$ cat config.mk
export PLATFORM = sky130hd
export DESIGN_NAME = spi_cnn_bridge
export DESIGN_NICKNAME = d
export VERILOG_FILES = /design/src/rtl/spi_cnn_bridge.sv
export SDC_FILE = /design/constraint.sdc
export NUM_CORES = 1
export LEC_CHECK = 0
export ABC_AREA = 1
export CAP_MARGIN = 20
export CORE_MARGIN = 2
export CORE_UTILIZATION = 58
export CTS_CLUSTER_SIZE = 28
export DETAILED_ROUTE_END_ITERATION = 16
export GPL_ROUTABILITY_DRIVEN = 1
export GPL_TIMING_DRIVEN = 0
export PLACE_DENSITY = 0.79
export SYNTH_ARGS = -nofsm -noshare
export SYNTH_HDL_FRONTEND = slang
export SYNTH_SLANG_ARGS = --single-unit
$ cat constraint.sdc
create_clock -name clk_i -period 2.3 [get_ports clk_i]
set_input_delay 0.46 -clock clk_i [delete_from_list [all_inputs] [get_ports clk_i]]
set_output_delay 0.46 -clock clk_i [all_outputs]
set_load 0.1 [all_outputs]
$ cat src/rtl/spi_cnn_bridge.sv
// SPI-slave command bridge to the CNN core: pixel/kernel writes, result/status reads,
// buffered in both directions with sticky overflow/underflow/command error flags.
module spi_cnn_bridge #(
  parameter int unsigned PIXEL_BITS  = 8,
  parameter int unsigned KERNEL_BITS = 8,
  parameter int unsigned KERNEL_TAPS = 9,
  parameter int unsigned NUM_CH      = 4,
  parameter int unsigned IN_DEPTH    = 4,
  parameter int unsigned OUT_DEPTH   = 4,
  parameter int unsigned SYNC_STAGES = 2
) (
  input  logic                           clk_i,
  input  logic                           reset_i,
  input  logic                           spi_sck_i,
  input  logic                           spi_cs_i,
  input  logic                           spi_sdi_i,
  output logic                           spi_sdo_o,
  output logic [PIXEL_BITS-1:0]          px_o,
  output logic [1:0]                     px_ch_o,
  output logic                           px_valid_o,
  input  logic                           px_ready_i,
  output logic [KERNEL_BITS-1:0]         coef_o,
  output logic [$clog2(KERNEL_TAPS)-1:0] coef_idx_o,
  output logic [1:0]                     coef_ch_o,
  output logic                           coef_we_o,
  output logic                           kernel_valid_o,
  input  logic [PIXEL_BITS-1:0]          res_px_i,
  input  logic                           res_valid_i,
  output logic                           res_ready_o
);

  localparam int unsigned WMax = (PIXEL_BITS > KERNEL_BITS) ? PIXEL_BITS : KERNEL_BITS;
  localparam int unsigned DW   = (WMax > 8) ? WMax : 8;
  localparam int unsigned CW   = $clog2(DW + 1);
  localparam int unsigned IW   = $clog2(KERNEL_TAPS);
  localparam int unsigned TW   = $clog2(KERNEL_TAPS + 1);
  localparam int unsigned IAW  = $clog2(IN_DEPTH);
  localparam int unsigned OAW  = $clog2(OUT_DEPTH);
  localparam logic [2:0]    NumChW  = 3'(NUM_CH);
  localparam logic [TW-1:0] TapsW   = TW'(KERNEL_TAPS);
  localparam logic [TW-1:0] LastTap = TW'(KERNEL_TAPS - 1);

  typedef enum logic [2:0] {
    StIdle, StCmd, StWrPx, StWrCoef, StRdRes, StRdStat, StIgnore
  } state_e;

  // Synchronizers; the cs chain resets low so a frame already in progress at reset
  // never yields a falling edge and stays ignored until cs cycles high then low.
  logic [SYNC_STAGES-1:0] r_sck_sync, r_cs_sync, r_sdi_sync;
  logic                   r_sck_prev, r_cs_prev;

  always_ff @(posedge clk_i) begin
    if (reset_i) begin
      r_sck_sync <= '0;
      r_cs_sync  <= '0;
      r_sdi_sync <= '0;
      r_sck_prev <= 1'b0;
      r_cs_prev  <= 1'b0;
    end else begin
      r_sck_sync <= {r_sck_sync[SYNC_STAGES-2:0], spi_sck_i};
      r_cs_sync  <= {r_cs_sync[SYNC_STAGES-2:0], spi_cs_i};
      r_sdi_sync <= {r_sdi_sync[SYNC_STAGES-2:0], spi_sdi_i};
      r_sck_prev <= r_sck_sync[SYNC_STAGES-1];
      r_cs_prev  <= r_cs_sync[SYNC_STAGES-1];
    end
  end

  logic w_sck_s, w_cs_s, w_sdi_s, w_sck_rise, w_sck_fall, w_cs_fall;
  assign w_sck_s    = r_sck_sync[SYNC_STAGES-1];
  assign w_cs_s     = r_cs_sync[SYNC_STAGES-1];
  assign w_sdi_s    = r_sdi_sync[SYNC_STAGES-1];
  assign w_sck_rise = w_sck_s & ~r_sck_prev;
  assign w_sck_fall = ~w_sck_s & r_sck_prev;
  assign w_cs_fall  = ~w_cs_s & r_cs_prev;

  state_e                r_state;
  logic [CW-1:0]         r_bit_cnt;
  logic [DW-2:0]         r_shift_in;
  logic [DW-1:0]         r_shift_out;
  logic [1:0]            r_ch;
  logic                  r_px_push;
  logic [PIXEL_BITS+1:0] r_px_wdata;
  logic [TW-1:0]         r_tap;
  logic [KERNEL_BITS-1:0] r_coef;
  logic [IW-1:0]         r_coef_idx;
  logic [1:0]            r_coef_ch;
  logic                  r_coef_we, r_kv, r_stat_first;
  logic                  r_ovf, r_udf, r_cmd_err;

  // Input pixel FIFO, entries {ch, pixel}
  logic [PIXEL_BITS+1:0] r_in_mem [IN_DEPTH];
  logic [IAW:0]          r_in_wp, r_in_rp;
  logic                  w_in_empty, w_in_full, w_px_pop, w_in_push, w_ovf_set;

  assign w_in_empty = (r_in_wp == r_in_rp);
  assign w_in_full  = (r_in_wp[IAW] != r_in_rp[IAW]) &&
                      (r_in_wp[IAW-1:0] == r_in_rp[IAW-1:0]);
  assign w_px_pop   = !w_in_empty && px_ready_i;
  assign w_in_push  = r_px_push && (!w_in_full || w_px_pop);
  assign w_ovf_set  = r_px_push && w_in_full && !w_px_pop;
  assign px_valid_o = !w_in_empty;
  assign {px_ch_o, px_o} = r_in_mem[r_in_rp[IAW-1:0]];

  always_ff @(posedge clk_i) begin
    if (w_in_push) r_in_mem[r_in_wp[IAW-1:0]] <= r_px_wdata;
  end

  always_ff @(posedge clk_i) begin
    if (reset_i) begin
      r_in_wp <= '0;
      r_in_rp <= '0;
    end else begin
      if (w_in_push) r_in_wp <= r_in_wp + 1'b1;
      if (w_px_pop)  r_in_rp <= r_in_rp + 1'b1;
    end
  end

  // Result FIFO
  logic [PIXEL_BITS-1:0] r_out_mem [OUT_DEPTH];
  logic [OAW:0]          r_out_wp, r_out_rp;
  logic                  w_out_empty, w_out_full, w_out_push, w_out_pop;
  logic [PIXEL_BITS-1:0] w_out_head;

  assign w_out_empty = (r_out_wp == r_out_rp);
  assign w_out_full  = (r_out_wp[OAW] != r_out_rp[OAW]) &&
                       (r_out_wp[OAW-1:0] == r_out_rp[OAW-1:0]);
  assign w_out_push  = res_valid_i && !w_out_full;
  assign w_out_head  = r_out_mem[r_out_rp[OAW-1:0]];
  assign res_ready_o = !w_out_full;

  always_ff @(posedge clk_i) begin
    if (w_out_push) r_out_mem[r_out_wp[OAW-1:0]] <= res_px_i;
  end

  always_ff @(posedge clk_i) begin
    if (reset_i) begin
      r_out_wp <= '0;
      r_out_rp <= '0;
    end else begin
      if (w_out_push) r_out_wp <= r_out_wp + 1'b1;
      if (w_out_pop)  r_out_rp <= r_out_rp + 1'b1;
    end
  end

  // Word framing
  logic [CW-1:0] w_len;
  logic [DW-1:0] w_word, w_load_val;
  logic [7:0]    w_status;
  logic          w_active, w_reading, w_word_done, w_ch_ok;
  logic          w_res_load, w_stat_cmd, w_stat_load, w_udf_set, w_cmd_err_set, w_stat_clr;

  always_comb begin
    w_len = CW'(8);
    case (r_state)
      StWrPx, StRdRes: w_len = CW'(PIXEL_BITS);
      StWrCoef:        w_len = CW'(KERNEL_BITS);
      default:         ;
    endcase
  end

  assign w_word      = {r_shift_in, w_sdi_s};
  assign w_active    = r_state inside {StCmd, StWrPx, StWrCoef, StRdRes, StRdStat};
  assign w_reading   = r_state inside {StRdRes, StRdStat};
  assign w_word_done = !w_cs_s && w_sck_rise && w_active && (r_bit_cnt == w_len - 1'b1);
  assign w_ch_ok     = ({1'b0, w_word[5:4]} < NumChW);

  assign w_res_load    = w_word_done && ((r_state == StRdRes) ||
                         (r_state == StCmd && w_word[7:6] == 2'b10 && w_ch_ok));
  assign w_stat_cmd    = w_word_done && r_state == StCmd && w_word[7:6] == 2'b11 && w_ch_ok;
  assign w_stat_load   = w_stat_cmd || (w_word_done && r_state == StRdStat);
  assign w_out_pop     = w_res_load && !w_out_empty;
  assign w_udf_set     = w_res_load && w_out_empty;
  assign w_cmd_err_set = w_word_done && r_state == StCmd && !w_ch_ok;
  assign w_stat_clr    = w_word_done && r_state == StRdStat && r_stat_first;
  assign w_status      = {r_ovf, r_udf, r_cmd_err, w_in_empty, w_in_full,
                          w_out_empty, w_out_full, 1'b1};

  // Outgoing words are left-aligned so the MSB always sits at the sdo bit
  always_comb begin
    w_load_val = '0;
    if (w_out_pop)       w_load_val = DW'(w_out_head) << (DW - PIXEL_BITS);
    else if (w_stat_cmd) w_load_val = DW'(w_status) << (DW - 8);
  end

  always_ff @(posedge clk_i) begin
    if (reset_i) begin
      r_ovf     <= 1'b0;
      r_udf     <= 1'b0;
      r_cmd_err <= 1'b0;
    end else begin
      r_ovf     <= (r_ovf & ~w_stat_clr) | w_ovf_set;
      r_udf     <= (r_udf & ~w_stat_clr) | w_udf_set;
      r_cmd_err <= (r_cmd_err & ~w_stat_clr) | w_cmd_err_set;
    end
  end

  always_ff @(posedge clk_i) begin
    if (reset_i) begin
      r_state      <= StIdle;
      r_bit_cnt    <= '0;
      r_shift_in   <= '0;
      r_shift_out  <= '0;
      r_ch         <= '0;
      r_px_push    <= 1'b0;
      r_px_wdata   <= '0;
      r_tap        <= '0;
      r_coef       <= '0;
      r_coef_idx   <= '0;
      r_coef_ch    <= '0;
      r_coef_we    <= 1'b0;
      r_kv         <= 1'b0;
      r_stat_first <= 1'b0;
    end else begin
      r_px_push <= 1'b0;
      r_coef_we <= 1'b0;
      r_kv      <= 1'b0;
      if (w_cs_s) begin
        r_state     <= StIdle;
        r_bit_cnt   <= '0;
        r_shift_out <= '0;
      end else begin
        if (w_sck_rise && w_active) begin
          r_shift_in <= w_word[DW-2:0];
          r_bit_cnt  <= w_word_done ? '0 : r_bit_cnt + 1'b1;
        end
        // No shift on the fall right after a load: the fresh MSB must go out first
        if (w_sck_fall && w_reading && r_bit_cnt != '0) r_shift_out <= r_shift_out << 1;
        if (w_res_load || w_stat_load) r_shift_out <= w_load_val;
        unique case (r_state)
          StIdle: begin
            if (w_cs_fall) begin
              r_state   <= StCmd;
              r_bit_cnt <= '0;
            end
          end
          StCmd: begin
            if (w_word_done) begin
              r_ch <= w_word[5:4];
              if (!w_ch_ok) begin
                r_state <= StIgnore;
              end else begin
                case (w_word[7:6])
                  2'b00: r_state <= StWrPx;
                  2'b01: begin
                    r_state <= StWrCoef;
                    r_tap   <= '0;
                  end
                  2'b10: r_state <= StRdRes;
                  default: begin
                    r_state      <= StRdStat;
                    r_stat_first <= 1'b1;
                  end
                endcase
              end
            end
          end
          StWrPx: begin
            if (w_word_done) begin
              r_px_push  <= 1'b1;
              r_px_wdata <= {r_ch, w_word[PIXEL_BITS-1:0]};
            end
          end
          StWrCoef: begin
            if (w_word_done && r_tap < TapsW) begin
              r_coef     <= w_word[KERNEL_BITS-1:0];
              r_coef_idx <= IW'(r_tap);
              r_coef_ch  <= r_ch;
              r_coef_we  <= 1'b1;
              r_kv       <= (r_tap == LastTap);
              r_tap      <= r_tap + 1'b1;
            end
          end
          StRdStat: begin
            if (w_word_done) r_stat_first <= 1'b0;
          end
          default: ;
        endcase
      end
    end
  end

  assign spi_sdo_o      = r_shift_out[DW-1];
  assign coef_o         = r_coef;
  assign coef_idx_o     = r_coef_idx;
  assign coef_ch_o      = r_coef_ch;
  assign coef_we_o      = r_coef_we;
  assign kernel_valid_o = r_kv;

endmodule

==> qor.yml <==
synth_compound_area_share_pct: 11.2
die_width_microns: 110
seq_area_frac_synth_pct: 59.1
slew_violations: 0
drt-pass1-iter-count: 6
diodes: 0
grt_pass1_wl_mm: 22.3
fillers: 817
place_inst: 883
yosysUniqueCellTypes: 38
netlist_area_sq_um: 6470
clockBufferDepth: 2
max_slew_margin_pct: 33.9
syn2layout_area_growth_pct: 19.2
setup_viol: 0
path_clk_slew_ps: 70
start_kind: "flip-flop"
gp_congestion: 0.860
crit_chain: "dlygate4sd2_1"
ys_async_sr_fraction_pct: 0
endpoint_kind: "primary output"
antenna_found_initial: 0
htreeDepth: 4
synth_ff_type: "dfxtp_1"
yosysWarnings: 0
yosys.area.top_type: "edfxtp_1"
power.total_mw: 6.31
hp-class: "reg2reg"
final_cell_mix: "nand2_1, nor2_1, dfxtp_1"
power_density_nw_per_um2: 818
yosys.area.top_type_share_pct: 33.4
min_period_ps: 2210
viasPerCell: 5.44
power.share.clock_pct: 43.9
worstPathMaxFanout: 2
layoutNonFillerInstCount: 915
vias: 4975
dp_hpwl_mm: 9.53
cp.buffers_inverters: 1
synth_nets: 730
vdd_drop_max_mv: 0.523
crit_family: "buffers and inverters"
cts_hold_buf: 0
swShare_pct: 25.1
max_freq_mhz: 453
die_h_microns: 110
slowest_stage: "dlygate4sd2_1"
grt-ovfl-total: 0
clock-sinks: 155
cts_root_buffer: "clkbuf_8"
drv_cap: 0
required_ps: 1840
comb_power_share_pct: 9.5
synthMuxAreaShare_pct: 0
routed_wirelength_mm: 13.7
final_common_cell: "nand2_1"
worst_pin_slew_ps: 996
ys_ff_latch: 155
initial_utilization_pct: 59.5
avgSynthCellArea_sq_um: 9.25
drive_above_1_share_pct: 12.5
port_buffers: 43
intPower_mw: 4.73
synth_area_leaders: "edfxtp_1, dfxtp_1, o21ai_0"
synth_xor_area_share_pct: 0.947
io_pins: 44
clock_latency_ps: 530
final_util_pct: 70.9
power_frac_seq_pct: 46.6
synthSimpleGateAreaFrac_pct: 18.8
grt_pass1_vias: 4830
leakagePower_nw: 3.35
fp.coreArea_sq_um: 10900
dieArea_sq_um: 12000
drtIter0Drc: 412
drc: 0
synthesis.instances: 700
std_cell_rows: 38
cts_inserted_buffers: 17
status: "complete, no violations"
nets: 792
synth_top_family_by_area: "simple AND/OR/NAND/NOR gates"
post-route-period-util_pct: 95.9
grt_max_degree: 17
critical_path_arrival_ps: 1750
grt_setup_unrepaired: "yes"
post_drt_wl_per_cell_microns: 14.9
synth_edf_count: 72
hold_viol_final: 0
crit_type: "reg2out"
post_cts_buffers: 0
finalClockSkew_ps: 9.07
synthAdderAreaFrac_pct: 2.90
cts_tree: "yes"
p_sw_mw: 1.58
drtAntennaViolNets: 0
track_usage_pct: 24.2
cpPeakStageDelay_ps: 870
[cells by family (layout without fill, tap and decap cells)]
group | count (synthesis) | in the layout
and+or+nand+nor | 275 | 275
buffers and inverters | 111 | 186
AOI/OAI and AO/OA | 137 | 137
xor gates and xnor gates | 7 | 7
adders and majority gates | 15 | 15
DFF | 155 | 155
[routing by layer]
metal | up-vias | routed length [microns] | GRT usage (%)
met5 | - | 0 | 0
met2 | 150 | 7020 | 42.8
met4 | 0 | 227 | 8.23
met1 | 2336 | 5710 | 28.8
li1 | 2463 | - | -
met3 | 26 | 696 | 5.75
[through the flow]
stage / cell area [sq um] / TNS [ps] / setup WS (ps) / hold WS [ps]
2_1_floorplan: 6540 / 0 / 221 / 388
3_3_place_gp: 7150 / -7850 / -332 / 391
6_report: 7710 / 0 / 93.4 / 404
4_1_cts: 7690 / 0 / 51.8 / 408
5_1_grt: 7710 / -1.16 / -0.747 / 435
3_5_place_dp: 7150 / -10520 / -391 / 399
[repair_timing]
item                       in CTS  in global routing
hold endpoints to repair        0                  0
gates resized for setup        96                  9
pin swaps                       0                  0
setup endpoints to repair      40                 40
gates cloned                    0                  0
[worst paths after layout]
path / endpoint / startpoint / slack (ps) / cells after the start
max: coef_idx_o[0] / coef_idx_o[0]$_SDFFE_PP0P_ / 90 / 1
min: r_cs_sync[1]$_SDFF_PP0_ / r_cs_sync[0]$_SDFF_PP0_ / 400 / 2
max reg2reg: r_out_mem[1][0]$_DFFE_PP_ / r_out_wp[0]$_SDFFE_PP0P_ / 170 / 8
min reg2reg: r_cs_sync[1]$_SDFF_PP0_ / r_cs_sync[0]$_SDFF_PP0_ / 400 / 2
[state kept, by name, indices dropped and copies added (netlist names), 4 cells and up, named ones only]
register	cells
r_px_wdata	10
coef_o	8
r_tap	4
coef_idx_o	4
r_in_mem	40
r_shift_in	7
r_out_mem	32
r_bit_cnt	4
r_shift_out	8
[layout make-up]
cell class	count	area, sq um	share of cell area, %
timing repair buffer	43	383	4.96
tap	140	175	2.27
sequential	155	3820	49.6
buffer	23	128	1.65
clock buffer	18	418	5.42
inverter	88	335	4.35
multi-input combinational	434	2280	29.6
clock inverter	14	168	2.17
[synthesized netlist by cell type, types with 3 or more instances]
cell        n
a21oi_1    42
and3_1      3
buf_2       4
clkbuf_1   16
dfxtp_1    83
edfxtp_1   72
ha_1       15
inv_1      81
inv_2       5
nand2_1   100
nand2_2     4
nand3_1    40
nand3_2     3
nand4_1    12
nor2_1    100
o21ai_0    76
o21ai_1     3
o22ai_1    11
xor2_1      5
[power by group through the flow]
stage               clock [mW]  sequential, mW  combinational (mW)
floorplan                    0            2.99               0.446
detailed placement           0            3.00               0.601
global route              2.91            2.94               0.641
global placement             0            3.00               0.585
CTS                       2.79            2.94               0.597
finish                    2.77            2.94               0.598
No activity file was read; power rests on OpenSTA's default activity.
